===== src/rtl/scm_ctrl_pkg.sv =====
// Shared constants and types for the SCM measurement-window sequencer.
package scm_ctrl_pkg;

  localparam logic [2:0] OFF_CTRL      = 3'd0;
  localparam logic [2:0] OFF_WIN_LEN   = 3'd1;
  localparam logic [2:0] OFF_DRAIN_LEN = 3'd2;
  localparam logic [2:0] OFF_STATUS    = 3'd3;
  localparam logic [2:0] OFF_ELAPSED   = 3'd4;
  localparam logic [2:0] OFF_RUN_PKTS  = 3'd5;
  localparam logic [31:0] REG_COUNT    = 32'd6;

  localparam logic [2:0] CFG_TYPE_WR   = 3'b010;
  localparam logic [2:0] CFG_TYPE_RD   = 3'b001;
  localparam logic [3:0] CFG_TYPE_RESP = 4'b1011;

  localparam int CTRL_START = 0;
  localparam int CTRL_ABORT = 1;
  localparam int CTRL_CLEAR = 2;

  typedef enum logic [2:0] {
    ST_IDLE  = 3'd0,
    ST_RUN   = 3'd1,
    ST_DRAIN = 3'd2,
    ST_DONE  = 3'd3
  } meas_state_e;

endpackage


===== src/rtl/scm_ctrl_cfg_if.sv =====
// Config-chain slice for the sequencer: decodes own-address words, holds
// WIN_LEN/DRAIN_LEN, answers reads in place and forwards everything else.
module scm_ctrl_cfg_if
  import scm_ctrl_pkg::*;
#(
  parameter logic [31:0] BASE_ADDR = 32'h7000_0010
) (
  input  logic         clk,
  input  logic         rst_n,
  input  logic [133:0] cin_data,
  input  logic         cin_data_wr,
  input  logic         cin_ready,
  output logic [133:0] cout_data,
  output logic         cout_data_wr,
  input  logic [31:0]  status,
  input  logic [31:0]  elapsed,
  input  logic [31:0]  run_pkts,
  output logic         start_p,
  output logic         abort_p,
  output logic         clear_p,
  output logic [31:0]  win_len,
  output logic [31:0]  drain_len
);

  logic        accept;
  logic [2:0]  typ;
  logic [31:0] offset;
  logic [2:0]  idx;
  logic        hit;
  logic        wr_hit;
  logic        rd_hit;
  logic        ctrl_wr;
  logic [31:0] rd_data;

  assign accept  = cin_data_wr & cin_ready;
  assign typ     = cin_data[126:124];
  assign offset  = cin_data[95:64] - BASE_ADDR;
  assign idx     = offset[2:0];
  assign hit     = offset < REG_COUNT;
  assign wr_hit  = accept && hit && (typ == CFG_TYPE_WR);
  assign rd_hit  = accept && hit && (typ == CFG_TYPE_RD);
  assign ctrl_wr = wr_hit && (idx == OFF_CTRL);

  assign start_p = ctrl_wr && cin_data[CTRL_START];
  assign abort_p = ctrl_wr && cin_data[CTRL_ABORT];
  assign clear_p = ctrl_wr && cin_data[CTRL_CLEAR];

  // Reads see register values before any update made by this same cycle.
  always_comb begin
    rd_data = '0;
    case (idx)
      OFF_WIN_LEN:   rd_data = win_len;
      OFF_DRAIN_LEN: rd_data = drain_len;
      OFF_STATUS:    rd_data = status;
      OFF_ELAPSED:   rd_data = elapsed;
      OFF_RUN_PKTS:  rd_data = run_pkts;
      default:       rd_data = '0;
    endcase
  end

  always_ff @(posedge clk or negedge rst_n) begin
    if (!rst_n) begin
      win_len   <= '0;
      drain_len <= '0;
    end else if (wr_hit) begin
      if (idx == OFF_WIN_LEN)   win_len   <= cin_data[31:0];
      if (idx == OFF_DRAIN_LEN) drain_len <= cin_data[31:0];
    end
  end

  always_ff @(posedge clk or negedge rst_n) begin
    if (!rst_n) begin
      cout_data    <= '0;
      cout_data_wr <= 1'b0;
    end else begin
      cout_data_wr <= accept;
      if (accept) begin
        if (rd_hit)
          cout_data <= {cin_data[133:128], CFG_TYPE_RESP, cin_data[123:32], rd_data};
        else
          cout_data <= cin_data;
      end
    end
  end

endmodule


===== src/rtl/scm_meas_ctrl.sv =====
// Measurement-window sequencer driving SCM's sent_start/sent_end levels.
// Optional macro SCM_CTRL_PKTCNT_EN builds the RUN_PKTS packet counter.
//
//   state | meaning
//   IDLE  | waiting for START, both levels low
//   RUN   | window open, ELAPSED counting
//   DRAIN | window closed, drain down-counter running
//   DONE  | measurement complete, hold until CLEAR
module scm_meas_ctrl
  import scm_ctrl_pkg::*;
#(
  parameter logic [31:0] BASE_ADDR = 32'h7000_0010
) (
  input  logic         clk,
  input  logic         rst_n,
  input  logic [133:0] cin_data,
  input  logic         cin_data_wr,
  output logic         cout_ready,
  output logic [133:0] cout_data,
  output logic         cout_data_wr,
  input  logic         cin_ready,
  input  logic         in_md_wr,
  output logic         out_sent_start,
  output logic         out_sent_end
);

  meas_state_e state_q, next_state;
  logic [31:0] elapsed_q;
  logic [31:0] drain_cnt_q;
  logic [31:0] run_pkts;
  logic [31:0] win_len, drain_len;
  logic        start_p, abort_p, clear_p;
  logic        zero_err_q, rej_q;
  logic        clr_cnt, load_drain, set_zero, set_rej;
  logic [31:0] status;

  assign cout_ready = cin_ready;
  assign status     = {27'b0, rej_q, zero_err_q, state_q};

  scm_ctrl_cfg_if #(.BASE_ADDR(BASE_ADDR)) u_cfg_if (
    .clk          (clk),
    .rst_n        (rst_n),
    .cin_data     (cin_data),
    .cin_data_wr  (cin_data_wr),
    .cin_ready    (cin_ready),
    .cout_data    (cout_data),
    .cout_data_wr (cout_data_wr),
    .status       (status),
    .elapsed      (elapsed_q),
    .run_pkts     (run_pkts),
    .start_p      (start_p),
    .abort_p      (abort_p),
    .clear_p      (clear_p),
    .win_len      (win_len),
    .drain_len    (drain_len)
  );

  // CLEAR overrides everything; ABORT masks a START carried in the same word.
  always_comb begin
    next_state = state_q;
    clr_cnt    = 1'b0;
    load_drain = 1'b0;
    set_zero   = 1'b0;
    set_rej    = 1'b0;
    if (clear_p) begin
      next_state = ST_IDLE;
    end else begin
      case (state_q)
        ST_IDLE: begin
          if (start_p && !abort_p) begin
            if (win_len != '0) begin
              next_state = ST_RUN;
              clr_cnt    = 1'b1;
            end else begin
              set_zero = 1'b1;
            end
          end
        end
        ST_RUN: begin
          if (abort_p || (elapsed_q >= win_len - 32'd1)) begin
            next_state = ST_DRAIN;
            load_drain = 1'b1;
          end
          set_rej = start_p && !abort_p;
        end
        ST_DRAIN: begin
          // A zero load behaves like a load of one: a single drain cycle.
          if (abort_p || (drain_cnt_q <= 32'd1)) next_state = ST_DONE;
          set_rej = start_p && !abort_p;
        end
        ST_DONE: begin
          set_rej = start_p && !abort_p;
        end
        default: next_state = ST_IDLE;
      endcase
    end
  end

  always_ff @(posedge clk or negedge rst_n) begin
    if (!rst_n) begin
      state_q        <= ST_IDLE;
      out_sent_start <= 1'b0;
      out_sent_end   <= 1'b0;
      elapsed_q      <= '0;
      drain_cnt_q    <= '0;
      zero_err_q     <= 1'b0;
      rej_q          <= 1'b0;
    end else begin
      state_q        <= next_state;
      out_sent_start <= (next_state == ST_RUN) || (next_state == ST_DRAIN);
      out_sent_end   <= (next_state == ST_DRAIN) || (next_state == ST_DONE);

      if (clear_p || clr_cnt)
        elapsed_q <= '0;
      else if ((state_q == ST_RUN) && (elapsed_q != '1))
        elapsed_q <= elapsed_q + 32'd1;

      if (load_drain)
        drain_cnt_q <= drain_len;
      else if ((state_q == ST_DRAIN) && (drain_cnt_q != '0))
        drain_cnt_q <= drain_cnt_q - 32'd1;

      if (clear_p) begin
        zero_err_q <= 1'b0;
        rej_q      <= 1'b0;
      end else begin
        if (set_zero) zero_err_q <= 1'b1;
        if (set_rej)  rej_q      <= 1'b1;
      end
    end
  end

`ifdef SCM_CTRL_PKTCNT_EN
  logic [31:0] run_pkts_q;

  always_ff @(posedge clk or negedge rst_n) begin
    if (!rst_n)
      run_pkts_q <= '0;
    else if (clear_p || clr_cnt)
      run_pkts_q <= '0;
    else if ((state_q == ST_RUN) && in_md_wr && (run_pkts_q != '1))
      run_pkts_q <= run_pkts_q + 32'd1;
  end

  assign run_pkts = run_pkts_q;
`else
  logic unused_md_wr;
  assign unused_md_wr = in_md_wr;
  assign run_pkts     = '0;
`endif

endmodule


===== config.mk =====
export PLATFORM = sky130hd
export DESIGN_NAME = scm_meas_ctrl
export DESIGN_NICKNAME = d
export VERILOG_FILES = /design/src/rtl/scm_ctrl_pkg.sv /design/src/rtl/scm_ctrl_cfg_if.sv /design/src/rtl/scm_meas_ctrl.sv
export SDC_FILE = /design/constraint.sdc
export NUM_CORES = 1
export LEC_CHECK = 0
export CORE_ASPECT_RATIO = 1.2
export CORE_UTILIZATION = 56
export CTS_CLUSTER_SIZE = 16
export DETAILED_ROUTE_END_ITERATION = 16
export PLACE_DENSITY = 0.86
export SYNTH_ARGS = -nofsm -noshare
export SYNTH_HDL_FRONTEND = slang
export SYNTH_SLANG_ARGS = --single-unit

===== constraint.sdc =====
create_clock -name clk -period 7.66 [get_ports clk]
set_input_delay 1.532 -clock clk [delete_from_list [all_inputs] [get_ports clk]]
set_output_delay 1.532 -clock clk [all_outputs]
set_load 0.005 [all_outputs]

# Yosys cells after proc, flatten, opt, wreduce, memory -nomap -nowiden
# Cells that the tools add are included.
# op_classes
n_addsub	4
multipliers	0
n_div	0
magnitude_cmp	3
eq_ne	13
shift	0
mux	29
bitwise_logic	1
reduce_logical	27
# op_table
op	count
$mux 128	1
$mux 32	4
$pmux 32 s4	1
$reduce_bool 32->1	2
$sub 32x1->32 const B	2
$add 32x1->32 const B	1
$ge 32x32->1	1
$le 32x1->1 const B	1
$lt 32x3->1 const B	1
$ne 32x32->1 const B	1
$sub 32x31->32 const B	1
$eq 3x2->1 const B	7
$mux 1	17
$mux 3	5
$eq 3x1->1 const B	4
$pmux 3 s4	1
$logic_and 1x1->1	10
$reduce_bool 2->1	4
$logic_not 3->1	2
$logic_or 1x1->1	5
$reduce_and 2->1	2
$eq 3x3->1 const B	1
$reduce_or 3->1	1
$and 1x1->1	1
$logic_not 1->1	1
# word_totals
ff_bits	270
latchBits	0
mem_bits_rw	0
rom_bits	0
in_bits	139
output_inout_bits	138
wordCells	88
n_memories	0

# Longest topological paths before layout
# Gate-level depths: netlist of run 1.
# depth
word_depth	13
depth_mapped	18
ltp_nobuf	16

# Cells and area by module
# Synthesis of run 1 repeated with hierarchy kept, for this count alone.
# unflattened
hier_cells	1621
hier_area_um2	14995.6
# by_module_without_submodules
module	n_inst	cells_per_inst	area_per_inst_um2	seq_area_each_um2
scm_ctrl_cfg_if	1	1029	9698.1	4979.8
scm_meas_ctrl	1	592	5297.6	1776.7

# Worst setup path before layout of run 1
# Ideal clock, no wire load.
# synth_path
kind	register to register
start	register u_cfg_if.win_len[8]
end	register drain_cnt_q[11]
setup_ps	126
arrival_ps	4048
required_ps	7534
path_slack_ps	3486
path_stages_with_launch	16
path_buffers	1
period_less_slack_ps	4174
path_cell_list	dfrtp_1 or3_1 nor4_1 nand3_1 nand2b_1 nor3_1 xnor2_1 ha_1 or4_1 a221o_1 a21oi_1 a21oi_1 nor4_1 a21oi_4 buf_6 a221o_1
# synth_via
elab_chain_cells	7
word_cells_on_any_way	8
cone_classes	add/sub: 1; order compare: 1; mux: 4; reduce/logical: 2
# synth_rtl
element	line_no	text
from (decl)	scm_ctrl_cfg_if.sv:21	output logic [31:0] win_len,
from (signal assigned)	scm_ctrl_cfg_if.sv:66	if (idx == OFF_WIN_LEN) win_len <= cin_data[31:0];
$sub 32x1->32 (*)	scm_meas_ctrl.sv:80	if (abort_p || (elapsed_q >= win_len - 32'd1)) begin
$ge 32x32->1 (*)	scm_meas_ctrl.sv:80	
$logic_or 1x1->1 (*)	scm_meas_ctrl.sv:80	
$mux 1 (*)	scm_meas_ctrl.sv:80	
$mux 1 (*)	scm_meas_ctrl.sv:68	case (state_q)
$mux 1 (*)	scm_meas_ctrl.sv:65	if (clear_p) begin
$mux 32 or $reduce_bool 2->1 (tied branches)	-	
to (signal assigned)	scm_meas_ctrl.sv:119	drain_cnt_q <= drain_len;
to (signal assigned)	scm_meas_ctrl.sv:121	drain_cnt_q <= drain_cnt_q - 32'd1;
to (decl)	scm_meas_ctrl.sv:29	logic [31:0] drain_cnt_q;
# Mark *: on every way between the ends. The rest lies on a longest branch, timed or not.
# A chain may end at the register's enable or synchronous reset.

# Worst setup path after layout of run 1
# Ends and elaborated chain as after synthesis.

==> run summary, run 1 <==
Setup TNS -> 0 ns
Routed WL -> 40.4 mm
Chip width -> 144 um
Synth warnings -> 0
Site Rows -> 62
Critical Path AT -> 5.95 ns
Crit share post-route -> 72.1%
CP max-delay cell -> a2111oi_0
Num CTS Buffers -> 28
Port bufs -> 275
RR Endpoint -> drain_cnt_q[11]
Resize count post-CTS -> 0
H-tree Lvls -> 1
Final Hold Fails -> 0
R2R cell count -> 15
Finished Core Util -> 73.8%
Fill count -> 1631
Tmin final -> 5.52 ns
Worst EP required -> 8.08 ns
Cts hold-fix bufs -> 0
Max frequency -> 181 MHz
Top_reg_cell synth -> dfrtp_1
Leakage power -> 7.05 nW
Drt pass-1 iters -> 6
Worst slew pin tran -> 1.09 ns
Die height -> 173 um
Worst hold endpoint -> u_cfg_if.cout_data[22]
Clk slew on worst S/H paths -> 0.06 ns
CP max FO -> 63
Routed via count -> 11300
Reg2reg setup slack -> 2.14 ns
Syn Area/Cell -> 10.9 um2
RSZ-0062 raised after global routing -> no
Ranking of synthesized cells by area -> dfrtp_1 50%, mux2_2 14%, o21ai_0 3.8%, nand2_1 3.6%, ha_1 3.4%
Root buf cell -> clkbuf_16
Seq cells post-synth -> 270
IO Count -> 277
PD cells -> 201 nW/um2
Clock Skew -> 0.0165 ns
Finish-stage setup viols -> 0
Share of cells above drive strength 1 -> 16.4%
Syn Inst Count -> 1256
Initial antenna violation count -> 0
Synth top area share -> 49.5%
Final slew viol count -> 0
Crit path cell chain -> or3_1, nor4_1, nand3_1, nand2b_1, or4_1, xor2_1, ha_1, nand4_1, or3_1, a2111oi_0, nor4_1, a21oi_4, buf_4, nor3b_1, a221o_1
Peak VDD IR -> 201 uV
Total Routing Usage GR -> 33.0%
Setup crit start kind -> flop
Area grow syn2layout -> 29.2%
Initial core utilization -> 57.1%
Reg-to-Reg Start -> u_cfg_if.win_len[8]
GR Overflow Total -> 0
Mapped Nets -> 1432
Largest net degree at the start of global routing -> 138
Yosys top cell by area -> dfrtp_1
Vias in the first global route -> 11900
Critical path startpoint -> u_cfg_if.win_len[8]
Slowest stage delay, CP -> 0.58 ns
Hold Path Class -> flop to flop
Worst Hold Launch -> u_cfg_if.cout_data[22]
Area of the multi-input gates -> 6580 um2
First-pass GRT wire length -> 63.4 mm
Hold Crit Depth -> 2
Setup CP Type -> flop to flop
Avg WL per Cell -> 21.8 um
Vias per cell -> 6.12
Netlist cell types -> 70
Synthesized area -> 13600 um2
Nets@finish -> 1686
Detailed placement HPWL -> 27.7 mm
Status -> completed
Max Cap Viol -> 0
Initial DRC Count -> 861
Worst Setup End Kind -> flop
RePlAce Congestion -> 0.929
Core area -> 23900 um2
Async SR Flop Fraction -> 100%
Post-CTS Setup Bufs -> 0
Register area share after synthesis -> 49.5%
Remaining antenna violation count -> 0
DRC violations left -> 0
Ant diodes -> 0
Clk buf depth -> 3
Clock sink total -> 270
Reg area -> 6760 um2
Clock latency on the worst-skew pair -> 0.55 ns
Slew Limit Headroom -> 27.6%
Number of synthesized flops with an enable pin -> 0
Area of the die -> 25000 um2
CTS tree -> built
[stage by stage]
stage,power [W],instance area [um2],hold WS (ns),setup slack [ns],instances
after floorplan,0.00174,13600,0.461,3.49,1256
after global placement,0.00210,16600,0.459,2.30,1800
after detailed placement,0.00212,16600,0.469,2.17,1800
after CTS,0.00356,17600,0.483,2.14,1851
after global routing,0.00364,17600,0.512,1.84,1851
final,0.00354,17600,0.477,2.14,1851
[cell usage after synthesis, drive strengths merged (6+ instances only)]
cell type	n
dfrtp	270
mux2	167
nand2	133
o21ai	107
nor2	84
clkbuf	39
ha	37
a22oi	36
nor3	34
xor2	34
mux2i	32
xnor2	30
a21oi	28
buf	24
nand3	24
nor4	22
or3	17
nand4	15
inv	13
or4	12
and3	10
o31ai	8
o2111ai	6
[metal layers]
layer	up-vias	GRT usage, %	wire (um)
met3	126	8.36	3510
met1	5624	38.1	14400
li1	5053	-	-
met5	-	0	0
met4	0	14.3	1740
met2	518	57.0	20700
[worst max-delay path by stage]
stage,endpoint,slack (ns)
after floorplan,drain_cnt_q[11],3.49
after global placement,drain_cnt_q[11],2.30
after detailed placement,drain_cnt_q[11],2.17
after CTS,drain_cnt_q[11],2.14
after global routing,drain_cnt_q[11],1.84
final,drain_cnt_q[11],2.14
[power breakdown]
part | total, W | switching, W | internal [W] | leakage [nW]
clock | 0.00143 | 0.000566 | 0.000868 | 0.479
combinational | 0.000512 | 0.000198 | 0.000313 | 3.42
sequential | 0.00159 | 0.0000657 | 0.00153 | 3.15
[flip-flops by register name, indices dropped and copies added (netlist names)]
register               cells
u_cfg_if.cout_data       134
elapsed_q                 32
u_cfg_if.cout_data_wr      1
rej_q                      1
drain_cnt_q               32
u_cfg_if.drain_len        32
out_sent_start             1
out_sent_end               1
u_cfg_if.win_len          32
zero_err_q                 1
state_q                    3
[placed cells by master (no fill, tap or decap), drive strengths merged, types with 6 or more instances in the layout]
| cell | Yosys | layout |
|---|---|---|
| mux2 | 167 | 167 |
| xnor2 | 30 | 30 |
| dfrtp | 270 | 270 |
| o21ai | 107 | 107 |
| inv | 13 | 14 |
| nand3 | 24 | 24 |
| a22oi | 36 | 36 |
| nor2 | 84 | 84 |
| nor4 | 22 | 22 |
| nand2 | 133 | 133 |
| mux2i | 32 | 32 |
| nand4 | 15 | 15 |
| nor3 | 34 | 34 |
| or4 | 12 | 12 |
| o31ai | 8 | 8 |
| and3 | 10 | 10 |
| o2111ai | 6 | 6 |
| xor2 | 34 | 34 |
| or3 | 17 | 17 |
| clkbuf | 39 | 42 |
| ha | 37 | 37 |
| a21oi | 28 | 28 |
| buf | 24 | 13 |
| clkdlybuf4s50 | 0 | 274 |
[layout make-up]
cell class | count | share of cell area [%]
timing repair buffer | 287 | 16.2
tap | 320 | 2.27
sequential | 270 | 38.3
multi-input combinational | 909 | 37.3
clock buffer | 42 | 4.85
clock inverter | 9 | 0.710
inverter | 14 | 0.298
[worst max-delay path: cells and delay by family (launching register included)]
kind / cells / cell delay (ns)
AOI/OAI and AO/OA: 3 / 1.04
xor gates and xnor gates: 1 / 0.16
adders and majority gates: 1 / 0.29
buffers and inverters: 1 / 0.52
DFF: 1 / 0.43
and+or+nand+nor: 9 / 2.94
[cell families (layout without fill, tap and decap cells)]
family                   after synthesis  after routing  synth area share (%)
AND/OR/NAND/NOR                      389            389                  14.3
flip-flops                           270            270                  49.5
AO/OA/AOI/OAI                        219            219                  9.95
multiplexers                         199            199                  16.1
buffers and inverters                 77            352                  2.53
XOR/XNOR                              64             64                  4.11
adder cells (fa/ha/maj)               37             37                  3.39
other                                  1              1                0.0275
Power figures use the tool's default switching activity.
==> run 2: changes to the inputs <==
CORE_UTILIZATION = 47   (was 56)
PLACE_DENSITY = 0.77   (was 0.86)
clock period = 4.64 ns   (was 7.66 ns; I/O delays follow)
==> run summary, run 2 (synthesized netlist as in run 1, its figures left out) <==
Chip width -> 158 um (+9.0%)
Placed Cells -> 1900 (+5.6%)
Initial DRC Count -> 623 (-28%)
Clk buf depth -> 3 (unchanged)
Tmin final -> 4.52 ns (-1.00 ns)
Met3 usage -> 6.88% (-1.5 points)
Max frequency -> 221 MHz (+22%)
Status -> completed
H-tree Lvls -> 1 (unchanged)
Final Hold Fails -> 0 (unchanged)
RePlAce Congestion -> 0.918 (-1.1%)
Ant diodes -> 0 (unchanged)
Resize count post-CTS -> 2 (+2)
Post-CTS Setup Bufs -> 0 (unchanged)
CP max FO -> 18 (-71%)
Total Routing Usage GR -> 27.6% (-5.3 points)
Clock Skew -> 0.0122 ns (-0.00432 ns)
Clk slew on worst S/H paths -> 0.06 ns (about the same)
Routed via count -> 11100 (-1.8%)
Met1 Usage GRT -> 32.9% (-5.2 points)
Finish-stage setup viols -> 0 (unchanged)
IO Count -> 277 (unchanged)
Worst slew pin tran -> 1.09 ns (+0.00267 ns)
Reg2reg setup slack -> 0.12 ns (-2.02 ns)
Setup crit start kind -> flop
Commonest non-fill, non-tap cell in the layout -> clkdlybuf4s50_1
Setup CP Type -> flop to flop
Vias per cell -> 5.70 (-6.8%)
Detailed placement HPWL -> 28.9 mm (+4.0%)
Critical Path AT -> 4.95 ns (-1.00 ns)
Die height -> 189 um (+9.0%)
Cts hold-fix bufs -> 0 (unchanged)
Crit path cell chain -> or3_1, nor4_4, nand3_1, nand2b_1, or4_1, xor2_1, ha_1, nand4_1, or3_1, a2111oi_0, buf_4, nor4_4, a21oi_4, buf_12, mux2_2
Largest register by flop count -> u_cfg_if.cout_data
Largest net degree at the start of global routing -> 117 (-15%)
GR Overflow Total -> 0 (unchanged)
Num CTS Buffers -> 28 (unchanged)
CP max-delay cell -> or4_1
RSZ-0062 raised after global routing -> no
Area grow syn2layout -> 32.3%
Commonest cells after routing, fill and taps aside -> 274 x clkdlybuf4s50_1, 270 x dfrtp_1, 167 x mux2_2
Avg WL per Cell -> 20.5 um (-6.2%)
Root buf cell -> clkbuf_16
Routed WL -> 39.9 mm (-1.2%)
Fill count -> 2239 (+37%)
Port bufs -> 275 (unchanged)
Slew Limit Headroom -> 27.4% (-0.18 points)
Core area -> 28300 um2 (+18%)
First-pass GRT wire length -> 63.9 mm (+0.78%)
Max Cap Viol -> 0 (unchanged)
Site Rows -> 67 (+8.1%)
Area of the die -> 29700 um2 (+19%)
Crit share post-route -> 97.4% (+25 points)
Finished Core Util -> 63.9% (-9.9 points)
Peak VDD IR -> 277 uV (+38%)
GR met2 Demand/Resource -> 48.1% (-8.9 points)
PD cells -> 322 nW/um2 (+61%)
Fin cells -> 1950 (+5.3%)
Hold Path Class -> flop to flop
Drt pass-1 iters -> 7 (+1)
GRT busiest layer -> met2
Remaining antenna violation count -> 0 (unchanged)
Clock latency on the worst-skew pair -> 0.55 ns (about the same)
Slowest stage delay, CP -> 0.54 ns (-0.04 ns)
Vias in the first global route -> 11900 (+0.059%)
Worst Setup End Kind -> flop
Leakage power -> 7.28 nW (+3.3%)
Initial core utilization -> 48.3% (-8.8 points)
Initial antenna violation count -> 0 (unchanged)
Final slew viol count -> 0 (unchanged)
Share of cells above drive strength 1 -> 18.8% (+2.4 points)
Clock sink total -> 270 (unchanged)
DRC violations left -> 0 (unchanged)
Nets@finish -> 1727 (+2.4%)
Max FFs per register -> 134 (unchanged)
CTS tree -> built
Worst EP required -> 5.07 ns (-3.01 ns)
run 2: changes by cell type in the layout (fill, tap and decap cells not counted), moves of 2 or more:
cell	before	now
clkinv_2	4	6
nor4_4	0	2
clkbuf_1	5	3
nor4_1	20	18
buf_12	1	3
clkinvlp_4	2	0
buf_4	11	50
run 2: critical path, delay by kind of cell, from the launching register on:
kind	cells	cell delay [ns]
AND/OR/NAND/NOR	8	2.32
AO/OA/AOI/OAI	2	0.53
buffers and inverters	2	0.38
flip-flops	1	0.37
multiplexers	1	0.34
adder cells (fa/ha/maj)	1	0.30
XOR/XNOR	1	0.16
run 2: area by class of cell:
cell class	count	area (um2)	area share (%)
Clock buffer	40	847	4.69
Clock inverter	10	129	0.714
Inverter	14	52.6	0.291
Multi-Input combinational cell	909	6600	36.6
Sequential cell	270	6760	37.4
Tap cell	379	474	2.63
Timing Repair Buffer	328	3190	17.7
run 2: power by group:
group	leakage (nW)	internal (W)	switching, W
combinational	3.64	0.000519	0.000311
clock	0.488	0.00143	0.000940
sequential	3.15	0.00252	0.000104
run 2: path summary, 6_finish.rpt:
check,startpoint,end,cells past startpoint
max in group asynchronous,rst_n,u_cfg_if.win_len[3],2
setup reg to reg,u_cfg_if.win_len[8],drain_cnt_q[4],15
min in group asynchronous,rst_n,u_cfg_if.drain_len[27],1
hold / removal,u_cfg_if.cout_data[18],u_cfg_if.cout_data[18],2
hold reg to reg,u_cfg_if.cout_data[18],u_cfg_if.cout_data[18],2
setup / recovery,u_cfg_if.win_len[8],drain_cnt_q[4],15
run 2: layer usage:
metal | wire length [um] | vias to the layer above
met5 | 0 | -
met4 | 1280 | 0
met1 | 15600 | 5511
li1 | - | 5134
met3 | 2970 | 83
met2 | 20100 | 390
run 2: metrics by stage:
step	total power, W	worst slack [ns]	TNS, ns	hold WS [ns]	cell area [um2]
after detailed placement	0.00350	-0.220	-2.55	0.468	17000
after global placement	0.00348	-0.152	-0.914	0.454	17000
after CTS	0.00588	0.117	0	0.483	18000
after floorplan	0.00287	0.466	0	0.461	13600
final	0.00582	0.119	0	0.476	18100
after global routing	0.00603	0.0308	0	0.508	18100
